==> src/rtl/metrics_counter_bank.sv <==
// Bank of independent event/cycle counters with sticky overflow and an atomic snapshot.
// Optional per-channel threshold compare is built when METRICS_THRESHOLD_EN is defined.
module metrics_counter_bank #(
  parameter int NUM_CHANNELS  = 4,
  parameter int COUNTER_WIDTH = 64,
  parameter int INC_WIDTH     = 4
) (
  input  logic                                  clk,
  input  logic                                  rst,
  input  logic [NUM_CHANNELS-1:0]               en,
  input  logic [NUM_CHANNELS-1:0]               clear,
  input  logic [NUM_CHANNELS-1:0]               mode,
  input  logic [NUM_CHANNELS*INC_WIDTH-1:0]     inc,
  input  logic                                  snapshot,
`ifdef METRICS_THRESHOLD_EN
  input  logic [NUM_CHANNELS*COUNTER_WIDTH-1:0] thresh,
  output logic [NUM_CHANNELS-1:0]               thresh_hit,
`endif
  output logic [NUM_CHANNELS*COUNTER_WIDTH-1:0] cnt,
  output logic [NUM_CHANNELS*COUNTER_WIDTH-1:0] snap_cnt,
  output logic                                  snap_valid,
  output logic [NUM_CHANNELS-1:0]               overflow,
  output logic                                  ovf_irq
);

  localparam int SUM_WIDTH = COUNTER_WIDTH + 1;

  logic [NUM_CHANNELS*COUNTER_WIDTH-1:0] cnt_next;
  logic [NUM_CHANNELS-1:0]               ovf_next;
  logic [SUM_WIDTH-1:0]                  amt [NUM_CHANNELS];
  logic [SUM_WIDTH-1:0]                  sum [NUM_CHANNELS];
`ifdef METRICS_THRESHOLD_EN
  logic [NUM_CHANNELS-1:0]               hit_next;
`endif

  // The extra carry bit of each sum is what detects a wrap.
  always_comb begin
    cnt_next = cnt;
    ovf_next = overflow;
`ifdef METRICS_THRESHOLD_EN
    hit_next = thresh_hit;
`endif
    for (int i = 0; i < NUM_CHANNELS; i++) begin
      amt[i] = '0;
      if (en[i]) begin
        amt[i] = mode[i] ? SUM_WIDTH'(inc[i*INC_WIDTH +: INC_WIDTH]) : SUM_WIDTH'(1);
      end
      sum[i] = {1'b0, cnt[i*COUNTER_WIDTH +: COUNTER_WIDTH]} + amt[i];
      if (clear[i]) begin
        cnt_next[i*COUNTER_WIDTH +: COUNTER_WIDTH] = '0;
        ovf_next[i] = 1'b0;
`ifdef METRICS_THRESHOLD_EN
        hit_next[i] = 1'b0;
`endif
      end else begin
        cnt_next[i*COUNTER_WIDTH +: COUNTER_WIDTH] = sum[i][COUNTER_WIDTH-1:0];
        ovf_next[i] = overflow[i] | sum[i][COUNTER_WIDTH];
`ifdef METRICS_THRESHOLD_EN
        hit_next[i] = thresh_hit[i] |
                      (sum[i][COUNTER_WIDTH-1:0] >= thresh[i*COUNTER_WIDTH +: COUNTER_WIDTH]);
`endif
      end
    end
  end

  // Snapshot samples the pre-edge live counters, so it is coherent with a same-cycle clear.
  always_ff @(posedge clk) begin
    if (rst) begin
      cnt        <= '0;
      snap_cnt   <= '0;
      snap_valid <= 1'b0;
      overflow   <= '0;
      ovf_irq    <= 1'b0;
`ifdef METRICS_THRESHOLD_EN
      thresh_hit <= '0;
`endif
    end else begin
      cnt        <= cnt_next;
      overflow   <= ovf_next;
      snap_valid <= snapshot;
      if (snapshot) begin
        snap_cnt <= cnt;
      end
`ifdef METRICS_THRESHOLD_EN
      thresh_hit <= hit_next;
      ovf_irq    <= |(overflow | thresh_hit);
`else
      ovf_irq    <= |overflow;
`endif
    end
  end

endmodule

==> config.mk <==
export PLATFORM = sky130hd
export DESIGN_NAME = metrics_counter_bank
export DESIGN_NICKNAME = d
export VERILOG_FILES = /design/src/rtl/metrics_counter_bank.sv
export SDC_FILE = /design/constraint.sdc
export NUM_CORES = 1
export LEC_CHECK = 0
export ABC_CLOCK_PERIOD_IN_PS = 4700
export CORE_AREA = 2 2 213 215
export CTS_CLUSTER_DIAMETER = 150
export DETAILED_ROUTE_END_ITERATION = 8
export DIE_AREA = 0 0 215 217
export DONT_BUFFER_PORTS = 1
export PLACE_DENSITY = 0.67
export SETUP_SLACK_MARGIN = 0.3
export SLEW_MARGIN = 20
export SYNTH_ARGS = -nofsm -noshare
export SYNTH_HDL_FRONTEND = slang
export SYNTH_SLANG_ARGS = --single-unit
==> constraint.sdc <==
create_clock -name clk -period 4.7 [get_ports clk]
set_clock_uncertainty 0.2 [all_clocks]
set_input_delay 0.94 -clock clk [delete_from_list [all_inputs] [get_ports clk]]
set_output_delay 0.94 -clock clk [all_outputs]
set_load 0.01 [all_outputs]
; Yosys cells after proc, flatten, opt, wreduce, memory -nomap -nowiden
; Index checks and enable logic that the tools add are counted.
[op_classes]
bitwise = 4
n_addsub = 4
n_reduce_logical = 5
n_mux = 8
[op_table]
columns = operator, count
row1 = 64-bit by 65-bit adder with 65-bit output, 4
row2 = 4-bit 2-to-1 mux, 8
row3 = 2-bit OR reduction, 4
row4 = 1-bit OR, 4
row5 = 4-bit OR reduction, 1
[totals]
regBits = 518
output_inout_bits = 518
word_cells = 32

; Longest topological paths before layout
[depth]
word_depth = 4
mapped_depth = 12

; Worst setup path before layout
; OpenSTA, ideal clock, no wires.
[synth_path]
path_kind = in2reg
from = input port inc[12]
to = register cnt[248]
stages = 11
required_time_ps = 4430
slack_ps = 1241
t_arrival_ps = 3189
path_buffers = 1
path_cell_list = inv_1 a21boi_0 ha_1 inv_1 fa_1 nand2b_1 a211oi_4 nand4_1 buf_2 or4_1 a21oi_1
[synth_via]
elab_chain_len = 3
[synth_rtl]
columns = element, line_no
row1 = "start, declared", 13  ; input logic [NUM_CHANNELS*INC_WIDTH-1:0] inc,
row2 = 4-bit 2-to-1 mux, 46  ; amt[i] = mode[i] ? SUM_WIDTH'(inc[i*INC_WIDTH +: INC_WIDTH]) : SUM_WIDTH'(1);
row3 = 4-bit 2-to-1 mux, 45  ; if (en[i]) begin
row4 = 64-bit by 65-bit adder with 65-bit output, 48  ; sum[i] = {1'b0, cnt[i*COUNTER_WIDTH +: COUNTER_WIDTH]} + amt[i];
row5 = "end signal, assigned", 78  ; cnt <= cnt_next;
row6 = "end, declared", 19  ; output logic [NUM_CHANNELS*COUNTER_WIDTH-1:0] cnt,
; Every way passes these cells.
; A chain may end at the register's enable or synchronous reset.

; Worst setup path after layout
[layout_path]
from = input port inc[8]
to = register cnt[172]
; Same word-level chain as after synthesis.

==> out/qor.csv <==
metric,value,unit
netlist_area,0.0220,mm^2
cts_tree,built,
diodes,0,
layout-drive-gt1-share,0.0571,
ys_types,62,
required,5.01,ns
ios,549,
layout_commonest_cell,dfxtp_1,
min_from,rst,
insertion_delay,0.59,ns
maxSlewViolCount,0,
synth_nets,2454,
rows,78,
root_buffer,clkbuf_16,
cts_setup_buffers,0,
drc,0,
post_cts_resized,0,
area_growth,10.0,%
dpl_cell_area,0.0223,mm^2
mostFrequentLayoutCells,"518 x dfxtp_1, 412 x nor2_1, 260 x mux2i_1",
grt_pass1_wl,94.8,mm
dieArea,0.0467,mm^2
die_x,215,um
totalWireLength,60.6,mm
start_util,0.492,
layoutNonFillerInstCount,2983,
pre_cts_ws,0.774,ns
chipHeight,217,um
synth_edf_count,0,
critical_path.max_fanout,21,
tns,0,ns
num_vias,18015,
worst_setup_path_end_kind,flip-flop,
dp_cells,2886,
hpwl,41.4,mm
reg2reg_from,cnt[192],
critPathBufInv,3,
drt-pass1-iter-count,5,
crit_path_start,inc[8],
critPathTopFamily,simple AND/OR/NAND/NOR gates,
rsz0062_at_grt,false,
synthCells,2403,
hold_viol_final,0,
gp_congestion,0.870,
final_area,0.0242,mm^2
crit_top_cell,inv_1,
ctsHtreeMaxLevel,2,
async_reset_ff_frac,0,
cts_sinks,518,
post-route-period-util,0.720,
wl_per_cell,20.3,um
cts_hold_buf,0,
leakagePower,8.59,nW
power_density,374,mW/mm^2
postLayoutSetupSlackWorst,1.32,ns
core,0.0447,mm^2
ant_nets,0,
grt_overflow,0,
setup_viol,0,
cp_slowest_cell,or4_1,
synth_seq_area_share,0.471,
drt-initial-drc-count,1246,
grt_pass1_vias,16923,
nNetsFinal,2393,
status,completed,
synthFlopType,dfxtp_1,
ys_seq_elements,518,
drv_cap,0,
antenna_found_initial,0,
portBuffers,0,
cts_buffers,54,
cp-start-kind,input port,
vias_per_cell,6.04,
criticalPathCategory,input port to flip-flop,
ir_drop,347,uV
path_clk_slew,0.06,ns
fill_cells,4051,
relSlewSlack,0.298,
period_minus_slack,3.38,ns
yosysWarnings,0,
cts.path.max_buffers,3,
cp_cell_sequence,inv_1 -> a21boi_0 -> ha_1 -> inv_1 -> fa_1 -> nor2b_1 -> o31a_1 -> nand4_1 -> buf_4 -> or4_1 -> a21oi_1,
hold_path.class,input port to flip-flop,
worst_pin_slew,1.05,ns
whs,0.220,ns
grt_max_degree,272,
grt_usage,0.247,
worst_ep_arrival_time,3.69,ns
fmax,0.296,GHz
synth.avg_cell_area,9.16,um^2
cpPeakStageDelay,0.55,ns
-- layer usage --
| metal | GRT usage | vias up | part of all wire |
|---|---|---|---|
| met5 | 0 | - | 0 |
| met2 | 0.407 | 671 | 0.47 |
| met1 | 0.304 | 8707 | 0.41 |
| met4 | 0.0968 | 0 | 0.034 |
| met3 | 0.0716 | 122 | 0.083 |
| li1 | - | 8515 | - |
-- per-stage QoR --
| stage | power, W | util |
|---|---|---|
| after global placement | 0.00463 | 0.499 |
| after global routing | 0.00931 | 0.542 |
| after detailed placement | 0.00463 | 0.499 |
| after floorplan | 0.00469 | - |
| after CTS | 0.00913 | 0.542 |
| final | 0.00905 | 0.542 |
-- kinds of logic (layout without fill, tap and decap cells) --
kind of cell	count (synthesis)	after routing	share of synthesized area
xor gates and xnor gates	102	102	0.0406
muxes	260	260	0.118
DFF	518	518	0.471
and+or+nand+nor	1028	1028	0.242
AOI/OAI and AO/OA	305	305	0.0848
buffers and inverters	170	150	0.0306
adders and majority gates	20	20	0.0127
-- worst register-to-register path, stage by stage (launching register included) --
cell and delay [ns]:
dfxtp_1 0.44, ha_1 0.23, inv_1 0.07, fa_1 0.38, nand2b_1 0.23, a21oi_1 0.16
buf_4 0.17, nand4_1 0.46, or4_1 0.59, a21oi_1 0.15
-- registers in the layout, indices dropped and copies added, names as in the netlist --
name and cells:
cnt 256, snap_cnt 256, overflow 4, ovf_irq 1, snap_valid 1
-- report_power, final --
part / leakage, nW / switching [W] / internal [W]
combinational: 3.52 / 0.0000596 / 0.0000640
sequential: 4.17 / 0.0000135 / 0.00440
clock: 0.900 / 0.00180 / 0.00272
-- cell usage after synthesis, types with 3 or more instances --
library cell / n / area, um^2
nor2b_1: 5 / 31.3
clkbuf_1: 87 / 327
nand4_2: 8 / 100
and4_1: 25 / 219
o21ai_0: 57 / 285
nor4_4: 4 / 85.1
a211oi_1: 6 / 45.0
mux2i_1: 260 / 2600
o21a_1: 10 / 75.1
o41ai_1: 11 / 96.3
o31ai_1: 58 / 435
ha_1: 16 / 200
or3_1: 55 / 344
and3_1: 39 / 244
nand3_1: 95 / 475
a21o_1: 3 / 22.5
or2_2: 8 / 50.1
or4_1: 71 / 533
fa_1: 4 / 80.1
inv_1: 43 / 161
dfxtp_1: 518 / 10400
buf_2: 11 / 55.1
nand4_1: 99 / 619
o211ai_1: 8 / 60.1
nor4_2: 3 / 37.5
buf_1: 25 / 93.8
xnor2_1: 43 / 377
nand2_1: 111 / 417
nor4_1: 29 / 181
a21oi_1: 131 / 656
nor2_1: 412 / 1550
a21boi_0: 4 / 30.0
o31a_1: 3 / 26.3
and2_1: 14 / 87.6
nor3_1: 28 / 140
nand4b_1: 7 / 61.3
xor2_1: 59 / 517
-- area by class of cell --
class                   instances  area [um^2]  share of cell area
clock buffers                  67         1470              0.0608
clock inverters                30          413              0.0170
inverters                      43          161             0.00666
multi-input cells            1715        11000               0.453
flip-flops and latches        518        10400               0.428
well taps                     600          751              0.0310
repair buffers                 10         75.1             0.00310
-- path summary, 6_finish.rpt --
check | endpoint | slack (ns) | cells after the start
worst min-delay path | snap_cnt[183] | 0.22 | 1
worst max register to register | cnt[232] | 1.56 | 9
worst max-delay path | cnt[172] | 1.32 | 11
worst min register to register | snap_cnt[172] | 0.35 | 2
Note: power is estimated with default switching activity, not from simulation.
